<file path="src/rtl/serial_char_receiver_pkg.sv">
// Shared definitions for the serial character link (receiver side).
// Holds the FSM state encoding, the frame data width and the default
// bit period.  The transmitter uses the same bit period constant.
package serial_char_receiver_pkg;

    localparam int DATA_BITS            = 8;
    localparam int DEFAULT_CLKS_PER_BIT = 16;

    // Encoding is visible on which_state, so the values are fixed.
    typedef enum logic [3:0] {
        ST_IDLE  = 4'd0,
        ST_START = 4'd1,
        ST_DATA  = 4'd2,
        ST_STOP  = 4'd3
    } state_e;

endpackage

</file>
<file path="src/rtl/serial_char_receiver_char_fifo.sv">
// char_fifo: synchronous show-ahead FIFO for received characters.
// Ports:
//   clk, rst_n      clock, async active-low reset
//   push_i/_data_i  write request and data (dropped when full without pop)
//   pop_i           remove head (ignored when empty)
//   rd_data_o       registered head; holds last value when empty
//   full_o, empty_o status
//   count_o         entries held
module char_fifo #(
    parameter int WIDTH = 8,
    parameter int DEPTH = 4
) (
    input  logic                     clk,
    input  logic                     rst_n,
    input  logic                     push_i,
    input  logic [WIDTH-1:0]         push_data_i,
    input  logic                     pop_i,
    output logic [WIDTH-1:0]         rd_data_o,
    output logic                     full_o,
    output logic                     empty_o,
    output logic [$clog2(DEPTH):0]   count_o
);

    localparam int AW = $clog2(DEPTH);

    logic [WIDTH-1:0] mem_q [DEPTH];
    logic [AW-1:0]    rd_ptr_q, wr_ptr_q, rd_ptr_nxt;
    logic [AW:0]      count_q, count_d;
    logic [WIDTH-1:0] head_q, head_d;
    logic             do_push, do_pop;

    assign empty_o    = (count_q == '0);
    assign full_o     = (count_q == (AW+1)'(DEPTH));
    assign do_pop     = pop_i && !empty_o;
    // A full FIFO still accepts a write when the head leaves in the same cycle.
    assign do_push    = push_i && (!full_o || do_pop);
    assign rd_ptr_nxt = rd_ptr_q + AW'(1);

    // The head is kept in its own register so it can hold its last value
    // after the FIFO drains, independent of stale storage entries.
    always_comb begin
        head_d = head_q;
        if (do_pop) begin
            if (count_q > (AW+1)'(1)) head_d = mem_q[rd_ptr_nxt];
            else if (do_push)         head_d = push_data_i;
        end else if (empty_o && do_push) begin
            head_d = push_data_i;
        end
    end

    always_comb begin
        count_d = count_q;
        case ({do_push, do_pop})
            2'b10:   count_d = count_q + (AW+1)'(1);
            2'b01:   count_d = count_q - (AW+1)'(1);
            default: count_d = count_q;
        endcase
    end

    always_ff @(posedge clk) begin
        if (do_push) mem_q[wr_ptr_q] <= push_data_i;
    end

    always_ff @(posedge clk or negedge rst_n) begin
        if (!rst_n) begin
            rd_ptr_q <= '0;
            wr_ptr_q <= '0;
            count_q  <= '0;
            head_q   <= '0;
        end else begin
            if (do_pop)  rd_ptr_q <= rd_ptr_nxt;
            if (do_push) wr_ptr_q <= wr_ptr_q + AW'(1);
            count_q <= count_d;
            head_q  <= head_d;
        end
    end

    assign rd_data_o = head_q;
    assign count_o   = count_q;

endmodule

</file>
<file path="src/rtl/serial_char_receiver.sv">
// serial_char_receiver: 8N1 LSB-first asynchronous serial receiver.
// Ports:
//   clk, rst_n      clock, async active-low reset
//   ena             block enable; low aborts any frame and parks in IDLE
//   rx              serial line (idle high)
//   rd_en           pop FIFO head
//   clr_err         clear sticky error flags
//   rd_data/valid   show-ahead FIFO head / non-empty
//   fifo_count      characters buffered
//   frame_err       sticky: stop bit sampled low
//   overrun         sticky: character dropped on full FIFO
//   chars_received  accepted-character counter (wraps)
//   which_state     FSM state code
module serial_char_receiver
    import serial_char_receiver_pkg::*;
#(
    parameter int CLKS_PER_BIT = DEFAULT_CLKS_PER_BIT,
    parameter int FIFO_DEPTH   = 4
) (
    input  logic                          clk,
    input  logic                          rst_n,
    input  logic                          ena,
    input  logic                          rx,
    input  logic                          rd_en,
    input  logic                          clr_err,
    output logic [7:0]                    rd_data,
    output logic                          rd_valid,
    output logic [$clog2(FIFO_DEPTH):0]   fifo_count,
    output logic                          frame_err,
    output logic                          overrun,
    output logic [7:0]                    chars_received,
    output logic [3:0]                    which_state
);

    localparam int TW = $clog2(CLKS_PER_BIT);
    localparam logic [TW-1:0] HALF_M1 = TW'(CLKS_PER_BIT/2 - 1);
    localparam logic [TW-1:0] FULL_M1 = TW'(CLKS_PER_BIT - 1);
    localparam logic [2:0]    LAST_BIT = 3'(DATA_BITS - 1);

    logic                 rx_meta_q, rx_sync_q;
    state_e               state_q, state_d;
    logic [TW-1:0]        timer_q, timer_d;
    logic [2:0]           bit_idx_q, bit_idx_d;
    logic [DATA_BITS-1:0] shreg_q, shreg_d;
    logic                 frame_err_q, frame_err_d;
    logic                 overrun_q, overrun_d;
    logic [7:0]           chars_q, chars_d;

    logic push, ferr_set, pop, full, empty, accept, ovr_set;

    always_ff @(posedge clk or negedge rst_n) begin
        if (!rst_n) begin
            rx_meta_q <= 1'b1;
            rx_sync_q <= 1'b1;
        end else begin
            rx_meta_q <= rx;
            rx_sync_q <= rx_meta_q;
        end
    end

    always_comb begin
        state_d   = state_q;
        timer_d   = timer_q + TW'(1);
        bit_idx_d = bit_idx_q;
        shreg_d   = shreg_q;
        push      = 1'b0;
        ferr_set  = 1'b0;
        if (!ena) begin
            state_d = ST_IDLE;
            timer_d = '0;
        end else begin
            case (state_q)
                ST_IDLE: begin
                    timer_d = '0;
                    if (!rx_sync_q) state_d = ST_START;
                end
                ST_START: begin
                    if (timer_q == HALF_M1) begin
                        timer_d   = '0;
                        bit_idx_d = '0;
                        state_d   = rx_sync_q ? ST_IDLE : ST_DATA;
                    end
                end
                // Timer is now aligned to mid-bit, so each full wrap is a sample.
                ST_DATA: begin
                    if (timer_q == FULL_M1) begin
                        timer_d   = '0;
                        shreg_d   = {rx_sync_q, shreg_q[DATA_BITS-1:1]};
                        bit_idx_d = bit_idx_q + 3'd1;
                        if (bit_idx_q == LAST_BIT) state_d = ST_STOP;
                    end
                end
                ST_STOP: begin
                    if (timer_q == FULL_M1) begin
                        timer_d  = '0;
                        push     = rx_sync_q;
                        ferr_set = !rx_sync_q;
                        state_d  = ST_IDLE;
                    end
                end
                default: begin
                    state_d = ST_IDLE;
                    timer_d = '0;
                end
            endcase
        end
    end

    assign pop     = rd_en && !empty;
    assign accept  = push && (!full || pop);
    assign ovr_set = push && full && !pop;

    // A fresh error outranks a simultaneous clear.
    always_comb begin
        frame_err_d = ferr_set | (frame_err_q & ~clr_err);
        overrun_d   = ovr_set  | (overrun_q   & ~clr_err);
        chars_d     = accept ? chars_q + 8'd1 : chars_q;
    end

    always_ff @(posedge clk or negedge rst_n) begin
        if (!rst_n) begin
            state_q     <= ST_IDLE;
            timer_q     <= '0;
            bit_idx_q   <= '0;
            shreg_q     <= '0;
            frame_err_q <= 1'b0;
            overrun_q   <= 1'b0;
            chars_q     <= '0;
        end else begin
            state_q     <= state_d;
            timer_q     <= timer_d;
            bit_idx_q   <= bit_idx_d;
            shreg_q     <= shreg_d;
            frame_err_q <= frame_err_d;
            overrun_q   <= overrun_d;
            chars_q     <= chars_d;
        end
    end

    char_fifo #(
        .WIDTH (DATA_BITS),
        .DEPTH (FIFO_DEPTH)
    ) u_fifo (
        .clk         (clk),
        .rst_n       (rst_n),
        .push_i      (push),
        .push_data_i (shreg_q),
        .pop_i       (rd_en),
        .rd_data_o   (rd_data),
        .full_o      (full),
        .empty_o     (empty),
        .count_o     (fifo_count)
    );

    assign rd_valid       = !empty;
    assign frame_err      = frame_err_q;
    assign overrun        = overrun_q;
    assign chars_received = chars_q;
    assign which_state    = state_q;

endmodule

</file>
<file path="config.mk">
export PLATFORM = sky130hd
export DESIGN_NAME = serial_char_receiver
export DESIGN_NICKNAME = d
export VERILOG_FILES = /design/src/rtl/serial_char_receiver_pkg.sv /design/src/rtl/serial_char_receiver_char_fifo.sv /design/src/rtl/serial_char_receiver.sv
export SDC_FILE = /design/constraint.sdc
export NUM_CORES = 1
export LEC_CHECK = 0
export CORE_MARGIN = 3
export CORE_UTILIZATION = 45
export DETAILED_ROUTE_END_ITERATION = 12
export GPL_ROUTABILITY_DRIVEN = 1
export PLACE_DENSITY = 0.67
export SLEW_MARGIN = 20
export SYNTH_ARGS = -nofsm -noshare
export SYNTH_HDL_FRONTEND = slang
export SYNTH_SLANG_ARGS = --single-unit
</file>
<file path="constraint.sdc">
create_clock -name clk -period 2.6 [get_ports clk]
set_clock_uncertainty 0.05 [all_clocks]
set_input_delay 0.39 -clock clk [delete_from_list [all_inputs] [get_ports clk]]
set_output_delay 0.39 -clock clk [all_outputs]
set_load 0.05 [all_outputs]
</file>
==> results.tsv <==
stage	metric	value	unit
outcome	status	complete, no violations	
detailed_routing	drtIter0Drc	94	
yosys	synthFlopType	dfrtp_1	
cells_and_area	diodes	0	
sta	finalCritPeriodShare	93.9	%
worst_setup_path	worstSetupPathType	reg2reg	
power	power_density	899	nW/um2
detailed_routing	drc	0	
clock_network	cts.sinks	76	
detailed_routing	drt_wl_total	5.87	mm
worst_setup_path	cp_max_fo	8	
worst_setup_path	reg2reg_slack	0.16	ns
grt	grtUsageTotal	15.3	%
worst_setup_path	cp_slowest_stage_delay	0.44	ns
worst_setup_path	crit_cells	10	
worst_setup_path	startpoint_type	register	
sta	final-max-slew-violation-count	0	
place	gp_congestion	0.806	
worst_setup_path	crit_chain	inv_2 > ha_4 > and3b_2 > nor3_4 > inv_4 > ha_4 > a2111oi_4 > or3b_1 > buf_12 > mux2_4	
sta	tightest_slew	0.608	ns
cells_and_area	area_delta_synth_final	21.4	%
job	cap_viol_max_count	0	
cells_and_area	fin_cells	387	
sta	max_slew_margin	59.5	%
sta	setup_slack	0.158	ns
worst_setup_path	crit_top_cell	ha_4	
worst_setup_path	endpoint_kind	register	
floorplan	start_util	47.2	%
hold_path	hold_class	in2async	
power	power_leakage	1.80	nW
yosys	synth_area_leader_cell	dfrtp_1	
yosys	async_flop_share	57.9	%
floorplan	die_h	94.1	um
yosys	syn_area	3500	um2
sta	max_freq	410	MHz
sta	layout_min_cycle_time	2.44	ns
grt	met3_usage	3.85	%
clock_network	cts_tree	done	
cells_and_area	drive_gt1_share	25.3	%
worst_setup_path	arrival	2.61	ns
worst_setup_path	reg2regPathDepth	10	
grt	met2_usage	22.7	%
grt	grt_pass1_vias	2038	
grt	grt_util_met1	21.7	%
yosys	synth-seq-cells	76	
place	port_buffers	29	
detailed_routing	vias	1939	
worst_setup_path	crit_family	simple AND/OR/NAND/NOR gates	
grt	grt_max_degree	24	
worst_setup_path	r2r_start	u_fifo.count_o[0]$_DFFE_PN0P_	
grt	grt_pass1_wl	10.3	mm
floorplan	core	7410	um2
place	hpwl	4.06	mm
yosys	avgSynthCellArea	14.9	um2
yosys	synth_edf_count	32	
place	place_inst	371	
grt	antenna_found_initial	0	
clock_network	htree_levels	3	
clock_network	cts.clk_slew.worst_paths	0.09	ns
clock_network	cts_buffers	9	
worst_setup_path	path_buf_inv	3	
floorplan	die_x	94.1	um
clock_network	cts_setup_buffers	0	
sta	rsz0062_at_grt	no	
floorplan	die-area	8860	um2
yosys	synth_cell_types	50	
sta	timing.final.hold_violations	0	
power	peakVddDrop	0.319	mV
grt	overflow	0	
detailed_routing	wl_per_cell	15.2	um
detailed_routing	viasPerCell	5.01	
yosys	ys_warn_count	0	
yosys	syn_inst	235	
floorplan	ios	32	
worst_setup_path	r2r-end	u_fifo.rd_data_o[6]$_DFFE_PN0P_	
yosys	seq_area_frac_synth	59.1	%
grt	busiest_layer	met2	
yosys	yosys.area.top_type_share	30.1	%
floorplan	row_count	31	
clock_network	clk_latency	0.34	ns
sta	setup_viol	0	
clock_network	root_buffer	clkbuf_8	
cells_and_area	fin_nets	308	
yosys	synth_area_leaders	dfrtp_1 30%, edfxtp_1 27%, ha_1 6.8%	
clock_network	cts_hold_buffers	0	
worst_setup_path	crit_slowest_cell	dfrtp_2	
place	place_ws	-0.0405	ns
worst_setup_path	cp.required	2.77	ns
sta	setup-tns-final	0	ns
clock_network	clock_path_buffers	2	
clock_network	cts_resized	0	
detailed_routing	detail-route-antenna-nets	0	
detailed_routing	firstDrtPassIters	4	
cells_and_area	final_core_util	57.3	%
## worst max path at each step
stage,startpoint,end
2_1_floorplan,u_fifo.count_o[0]$_DFFE_PN0P_,u_fifo.rd_data_o[0]$_DFFE_PN0P_
3_3_place_gp,rd_en,u_fifo.rd_data_o[4]$_DFFE_PN0P_
3_5_place_dp,rd_en,u_fifo.rd_data_o[4]$_DFFE_PN0P_
4_1_cts,u_fifo.count_o[0]$_DFFE_PN0P_,u_fifo.rd_data_o[6]$_DFFE_PN0P_
5_1_grt,u_fifo.count_o[0]$_DFFE_PN0P_,u_fifo.rd_data_o[6]$_DFFE_PN0P_
6_report,u_fifo.count_o[0]$_DFFE_PN0P_,u_fifo.rd_data_o[6]$_DFFE_PN0P_
## stage by stage
step                      power (W)  area (um2)  hold WS, ns
after floorplan             0.00266        3550       0.0444
after global placement      0.00305        4070        0.297
after detailed placement    0.00307        4070        0.298
after CTS                   0.00388        4250      0.00249
after global routing        0.00406        4250       0.0134
final                       0.00382        4250      0.00429
## layout make-up
cell class	count	area, um2
multi-input combinational	139	1370
timing repair buffer	43	453
clock inverter	7	48.8
clock buffer	9	124
tap	99	124
sequential	76	2070
inverter	14	55.1
fill	618	3160
## cell usage in the layout, fill, tap and decap left out, drive strengths merged, types with 2 or more instances in the layout
cell type	instances
a21oi	2
and2	5
and3	3
buf	15
clkbuf	9
clkdlybuf4s50	28
clkinv	4
conb	2
dfrtp	42
dfstp	2
edfxtp	32
ha	19
inv	16
mux2	26
mux2i	3
mux4	8
nand2	13
nand2b	2
nand3	3
nand4	5
nor2	9
nor3	2
o211ai	2
o21ai	3
or3	2
xnor2	9
xor2	5
## registers in the layout, summed over array words and instances, names as in the netlist, 3 cells and up
signal,cells
bit_idx_q,3
chars_received,8
shreg_q,8
timer_q,4
u_fifo.count_o,3
u_fifo.mem_q,32
u_fifo.rd_data_o,8
## synth_stat cells (3+ instances only)
library cell	number
dfrtp_1	42
edfxtp_1	32
ha_1	19
inv_1	13
nand2_1	13
mux2_1	10
nor2_1	9
xnor2_1	9
mux2_2	8
mux2_4	8
mux4_2	8
and2_1	5
xor2_1	5
nand4_1	4
and3_1	3
buf_4	3
mux2i_1	3
nand3_1	3
## metal layers
metal / part of all wire, % / vias to the layer above
met5: 0 / -
met4: 0.97 / 0
met3: 3.1 / 5
met2: 46 / 34
met1: 50 / 955
li1: - / 945
## cells by family (layout without fill, tap and decap cells)
| kind of cell | after synthesis | in the layout | synth area share (%) |
|---|---|---|---|
| compound gates | 17 | 17 | 3.94 |
| xor+xnor | 14 | 14 | 3.51 |
| fa+ha+maj | 19 | 19 | 6.80 |
| buf+inv | 21 | 73 | 3.01 |
| flops | 76 | 76 | 59.1 |
| mux | 37 | 37 | 15.2 |
| other cells | 1 | 2 | 0.107 |
| simple gates | 50 | 50 | 8.34 |
## power by group
part           internal, W  switching, W
clock             0.000350      0.000445
sequential         0.00137      0.000175
combinational     0.000719      0.000758
(Power assumes the default switching activity.)
==> variant 1: new RTL, same settings <==
The parameter `FIFO_DEPTH` goes from 4 to 8.
--- a/src/rtl/serial_char_receiver.sv
+++ b/src/rtl/serial_char_receiver.sv
@@ -15,7 +15,7 @@
     import serial_char_receiver_pkg::*;
 #(
     parameter int CLKS_PER_BIT = DEFAULT_CLKS_PER_BIT,
-    parameter int FIFO_DEPTH   = 4
+    parameter int FIFO_DEPTH   = 8
 ) (
     input  logic                          clk,
     input  logic                          rst_n,
Interface: changed (resized fifo_count); port bits go from 32 to 33. The function was not compared with the original's and may differ.
==> variant 1 against the unedited design <==
Synthesized area rose by 38%; highest routed layer unchanged; global-route usage is 0.87 points higher; setup slack got worse by 0.014 ns; sequential power increased by 23%; first-iteration DRC count rose by 73%; power shrank 18%; utilization down 2.6 points; wire length up 50%; sequential share of layout area grew 6.0 points; cell area increased by 34%; synthesized cell count up 32%; hold slack better by 0.31 ns; sequential cell count rose by 35.
==> variant 1: results (changes against the unedited design) <==
[run_status]
status=finished clean

[global_route]
grt_pass1_vias=2769  ; +36%
antenna_found_initial=0  ; unchanged
met2_usage_pct=24.8  ; +2.1 points
use_met1_pct=22.9  ; +1.2 points
grt_util_all_layers_pct=16.2  ; +0.87 points
grt_pass1_wl_mm=14.6  ; +41%
met3_usage_pct=2.64  ; -1.2 points
grt_max_degree=22  ; -8.3%

[clocking]
cts.clk_slew.worst_paths_ns=0.10
clock_latency_ns=0.37  ; +0.03 ns
cts-root-buf=clkbuf_8
clockBufferDepth=2  ; unchanged
htree_levels=3  ; unchanged

[logic_synthesis]
synth.distinct_cells=47  ; -6.0%
synthTopCellsByCount=64 x edfxtp_1, 45 x dfrtp_1, 20 x nand2_1, 16 x ha_1, 16 x mux4_2
yosysWarningCount=0  ; unchanged
ys_top_cells_by_area=edfxtp_1 40%, dfrtp_1 23%, mux4_2 7.5%
synth-seq-area-share_pct=64.2  ; +5.2 points
synth_edf_count=64  ; +100%
async_reset_ff_share_pct=42.3  ; -16 points
ys.flop_type=edfxtp_1

[place]
portBuffers=30  ; +3.4%
place_hpwl_mm=6.08  ; +50%
finalWeightedCongestion=0.791  ; -1.8%
dpl_worst_slack_ns=-0.00388  ; +0.0366 ns
placed_area_um2=5480  ; +34%

[power_and_ir_drop]
swShare_pct=24.1  ; -12 points
static-leakage-power_nw=2.20  ; +22%
ir_worst_vdd_v=0.000235  ; -26%

[hold_path]
hold_path_class=flop to flop

[sta]
worst_pin_slew_ns=0.502  ; -0.106 ns

[cells_and_area]
num_antenna_cells=0  ; unchanged
nets=386  ; +25%
top_register=u_fifo.mem_q
largest_reg_flops=64  ; +100%
drive_above_1_share_pct=27.4  ; +2.0 points

[route]
totalWireLength_mm=8.80  ; +50%
drtIter0Drc=163  ; +73%
drt-vias-per-instance=5.39  ; +7.6%
first_pass_iters=4  ; unchanged

[critical_path]
cp_top_family=simple AND/OR/NAND/NOR gates
crit_slowest_cell=or4_4
worstPathArrival_ns=2.71  ; +0.10 ns
path_max_fanout=9  ; +1
slowest_delay_ns=0.58  ; +0.14 ns
worst-path-buf-inv=2  ; -1

[job]
cap_violations=0  ; unchanged

[variant 1: cell types whose count changed after synthesis, sizes merged, moves of 7 or more]
cell,unedited run,this run
o221ai,0,8
edfxtp,32,64
nand3,3,14
mux2i,3,12
nand2,13,20
mux4,8,16
mux2,26,12
[variant 1: stage by stage]
stage          utilization (%)  setup TNS (ns)  instances
4_1_cts                   54.7               0        504
2_1_floorplan                -           -1.10        311
3_3_place_gp              52.8               0        487
6_report                  54.7               0        505
5_1_grt                   54.7               0        505
3_5_place_dp              52.8        -0.00388        487
[variant 1: final cells by class]
| type | instances | area, um2 |
|---|---|---|
| clock buffer | 11 | 151 |
| timing repair buffer | 55 | 484 |
| fill | 863 | 4690 |
| inverter | 15 | 58.8 |
| sequential | 111 | 3110 |
| clock inverter | 5 | 32.5 |
| multi-input combinational | 172 | 1670 |
| tap | 136 | 170 |
[variant 1: path summary, 6_finish.rpt]
kind	startpoint	endpoint	slack (ns)	cells past startpoint
worst max-delay path	u_fifo.count_o[1]	u_fifo.rd_data_o[4]	0.14	9
worst min-delay path	rx_meta_q	rx_sync_q	0.31	0
worst max register to register	u_fifo.count_o[1]	u_fifo.rd_data_o[4]	0.14	9
worst min register to register	rx_meta_q	rx_sync_q	0.31	0
max in group asynchronous	rst_n	which_state[1]	1.47	3
min in group asynchronous	rst_n	u_fifo.count_o[0]	0.45	2
[variant 1: power by group through the flow]
stage	registers, mW	logic, mW	clock network [mW]
after floorplan	1.97	0.146	0
after global placement	1.94	0.252	0
after detailed placement	1.94	0.257	0
after CTS	1.90	0.259	0.987
after global routing	1.91	0.294	1.06
final	1.90	0.260	0.960
[variant 1: cells by family after synthesis]
kind of cell | synth area share, %
and+or+nand+nor | 8.03
muxes | 12.7
buffers and inverters | 2.88
DFF | 64.2
other | 0.0777
adders and majority gates | 4.15
AOI/OAI and AO/OA | 4.82
xor gates and xnor gates | 3.08
[variant 1: routing by layer]
metal | part of all wire (%) | wire length [um]
met1 | 48 | 4240
met2 | 47 | 4170
met3 | 2.5 | 224
met4 | 1.8 | 160
met5 | 0 | 0
[variant 1: worst register-to-register path: cells and delay by family, from the launching register on]
family / cells / cell delay, ns
simple gates: 4 / 1.32
fa+ha+maj: 2 / 0.30
compound gates: 1 / 0.14
flops: 1 / 0.43
buf+inv: 2 / 0.13
[variant 1: repair_timing]
item / in CTS / in global routing
endpoints found under the hold margin: 17 / 0
endpoints found under the setup margin: 1 / 2
gates resized for setup: 1 / 0
hold buffers: 1 / 0
setup buffers: 0 / 1
==> variant 2: new RTL, config.mk and constraints unchanged <==
Made on the original files. Take the reset off `shreg_q` and load it in a clocked block of its own.
--- a/src/rtl/serial_char_receiver.sv
+++ b/src/rtl/serial_char_receiver.sv
@@ -122,7 +122,6 @@
             state_q     <= ST_IDLE;
             timer_q     <= '0;
             bit_idx_q   <= '0;
-            shreg_q     <= '0;
             frame_err_q <= 1'b0;
             overrun_q   <= 1'b0;
             chars_q     <= '0;
@@ -130,11 +129,14 @@
             state_q     <= state_d;
             timer_q     <= timer_d;
             bit_idx_q   <= bit_idx_d;
-            shreg_q     <= shreg_d;
             frame_err_q <= frame_err_d;
             overrun_q   <= overrun_d;
             chars_q     <= chars_d;
         end
+    end
+
+    always_ff @(posedge clk) begin
+        shreg_q <= shreg_d;
     end
 
     char_fifo #(
Formal check against the unedited RTL: no difference found for any inputs over 10 cycles, from zero or initial values and one cycle with rst_n low; that may be too few to reach the edited logic, so the function may still have changed.
==> variant 2 against the unedited design <==
Cell area down 1.1%; wire length rose by 2.2%; power increased by 9.8%; synthesized area fell by 1.8%; setup slack got worse by 0.0062 ns; sequential cell count is the same; die area down 1.7%; sequential power about the same; critical endpoint is now u_fifo.rd_data_o[3]; highest routed layer unchanged.
==> variant 2: results (changes against the unedited design) <==
[critical_path]
path_max_fanout=8  ; unchanged
worstPathArrival_ns=2.63  ; +0.02 ns

[route]
vias=1917  ; -1.1%
drtIter0Drc=115  ; +22%
totalWireLength_mm=5.99  ; +2.2%

[cells_and_area]
largest_reg_flops=32  ; unchanged
nets=301  ; -2.3%
drive_above_1_share_pct=25.6  ; +0.28 points

[logic_synthesis]
ys_top_cells_by_area=edfxtp_1 35%, dfrtp_1 25%, ha_1 6.9%
synthTopCellsByCount=40 x edfxtp_1, 34 x dfrtp_1, 19 x ha_1, 13 x inv_1, 11 x nand2_1
synth_edf_count=40  ; +25%
synth-seq-area-share_pct=61.3  ; +2.3 points
synth_xor_area_share_pct=3.57  ; +0.065 points
synth.distinct_cells=49  ; -2.0%
synth_adder_area_share_pct=6.93  ; +0.13 points
synth_compound_area_share_pct=3.57  ; -0.36 points
ys.flop_type=edfxtp_1
async_reset_ff_share_pct=47.4  ; -11 points
synth.area.mux_share_pct=12.9  ; -2.3 points

[global_route]
grt_max_degree=37  ; +54%
grt_util_all_layers_pct=15.6  ; +0.26 points
grt_pass1_vias=1984  ; -2.6%
grt_pass1_wl_mm=10.2  ; -0.87%

[place]
placed_area_um2=3950  ; -3.0%
place_hpwl_mm=4.09  ; +0.65%
finalWeightedCongestion=0.802  ; -0.38%

[power_and_ir_drop]
ir_worst_vdd_v=0.000708  ; +120%
static-leakage-power_nw=1.70  ; -5.4%
swShare_pct=33.4  ; -2.7 points

[clocking]
cts_resized=0  ; unchanged

[sta]
maxSlewHeadroom_pct=46.0  ; -13 points

[run_status]
status=finished clean

==> variant 2: changes by cell type in the layout (fill, tap and decap cells not counted), sizes merged, moves of 2 or more <==
| cell | before | now |
|---|---|---|
| mux2 | 26 | 18 |
| clkbuf | 9 | 11 |
| dfrtp | 42 | 34 |
| nand3 | 3 | 7 |
| nand2 | 13 | 11 |
| bufinv | 0 | 3 |
| edfxtp | 32 | 40 |
| clkinv | 4 | 1 |
==> variant 2: final timing paths <==
path | start | endpoint | cells past startpoint | slack [ns]
max in group asynchronous | rst_n | u_fifo.count_o[0] | 1 | 1.85
setup reg to reg | u_fifo.count_o[1] | u_fifo.rd_data_o[3] | 9 | 0.15
hold / removal | rst_n | u_fifo.rd_data_o[2] | 1 | 0.08
setup / recovery | u_fifo.count_o[1] | u_fifo.rd_data_o[3] | 9 | 0.15
hold reg to reg | rx_meta_q | rx_sync_q | 0 | 0.31
min in group clk | rx_meta_q | rx_sync_q | 0 | 0.31
==> variant 2: cell type report <==
type	count	area share [%]
flip-flops and latches	76	50.2
inverters	14	1.31
repair buffers	43	9.29
multi-input cells	132	30.3
clock inverters	5	2.56
clock buffers	11	3.37
well taps	99	2.95
==> variant 2: cells by family after synthesis <==
logic type	after synthesis
compound gates	16
other cells	1
buf+inv	20
simple gates	52
mux	29
fa+ha+maj	19
xor+xnor	14
flops	76
==> variant 2: metal layers <==
layer | vias to the layer above | track usage (%) | wire length [um]
li1 | 922 | - | -
met1 | 946 | 21.7 | 2880
met2 | 39 | 24.2 | 2830
met3 | 10 | 2.74 | 176
met4 | 0 | 6.59 | 104
met5 | - | 0 | 0
==> variant 2: through the flow <==
| step | TNS, ns | cells | setup WS [ns] | util, % |
|---|---|---|---|---|
| after global placement | -0.307 | 364 | -0.0394 | 53.9 |
| after floorplan | -0.776 | 228 | -0.0970 | - |
| after CTS | 0 | 380 | 0.127 | 57.3 |
| after detailed placement | -0.683 | 364 | -0.0910 | 53.9 |
| final | 0 | 380 | 0.152 | 57.3 |
| after global routing | 0 | 380 | 0.0478 | 57.3 |
==> variant 2: worst max-delay path, cell delays in order, from the launching register on <==
cell and delay (ns):
dfrtp_2 0.42, inv_2 0.07, ha_4 0.16, and3b_2 0.23, nor3_4 0.24, inv_4 0.06
ha_4 0.16, a2111o_1 0.45, nand3_4 0.18, mux2_4 0.32
==> variant 2: power by group through the flow <==
| stage | clock network [mW] | registers [mW] | logic, mW |
|---|---|---|---|
| after floorplan | 0 | 1.85 | 0.842 |
| after global placement | 0 | 1.56 | 1.54 |
| after detailed placement | 0 | 1.57 | 1.56 |
| after CTS | 1.12 | 1.54 | 1.58 |
| after global routing | 1.19 | 1.56 | 1.67 |
| final | 1.10 | 1.54 | 1.55 |
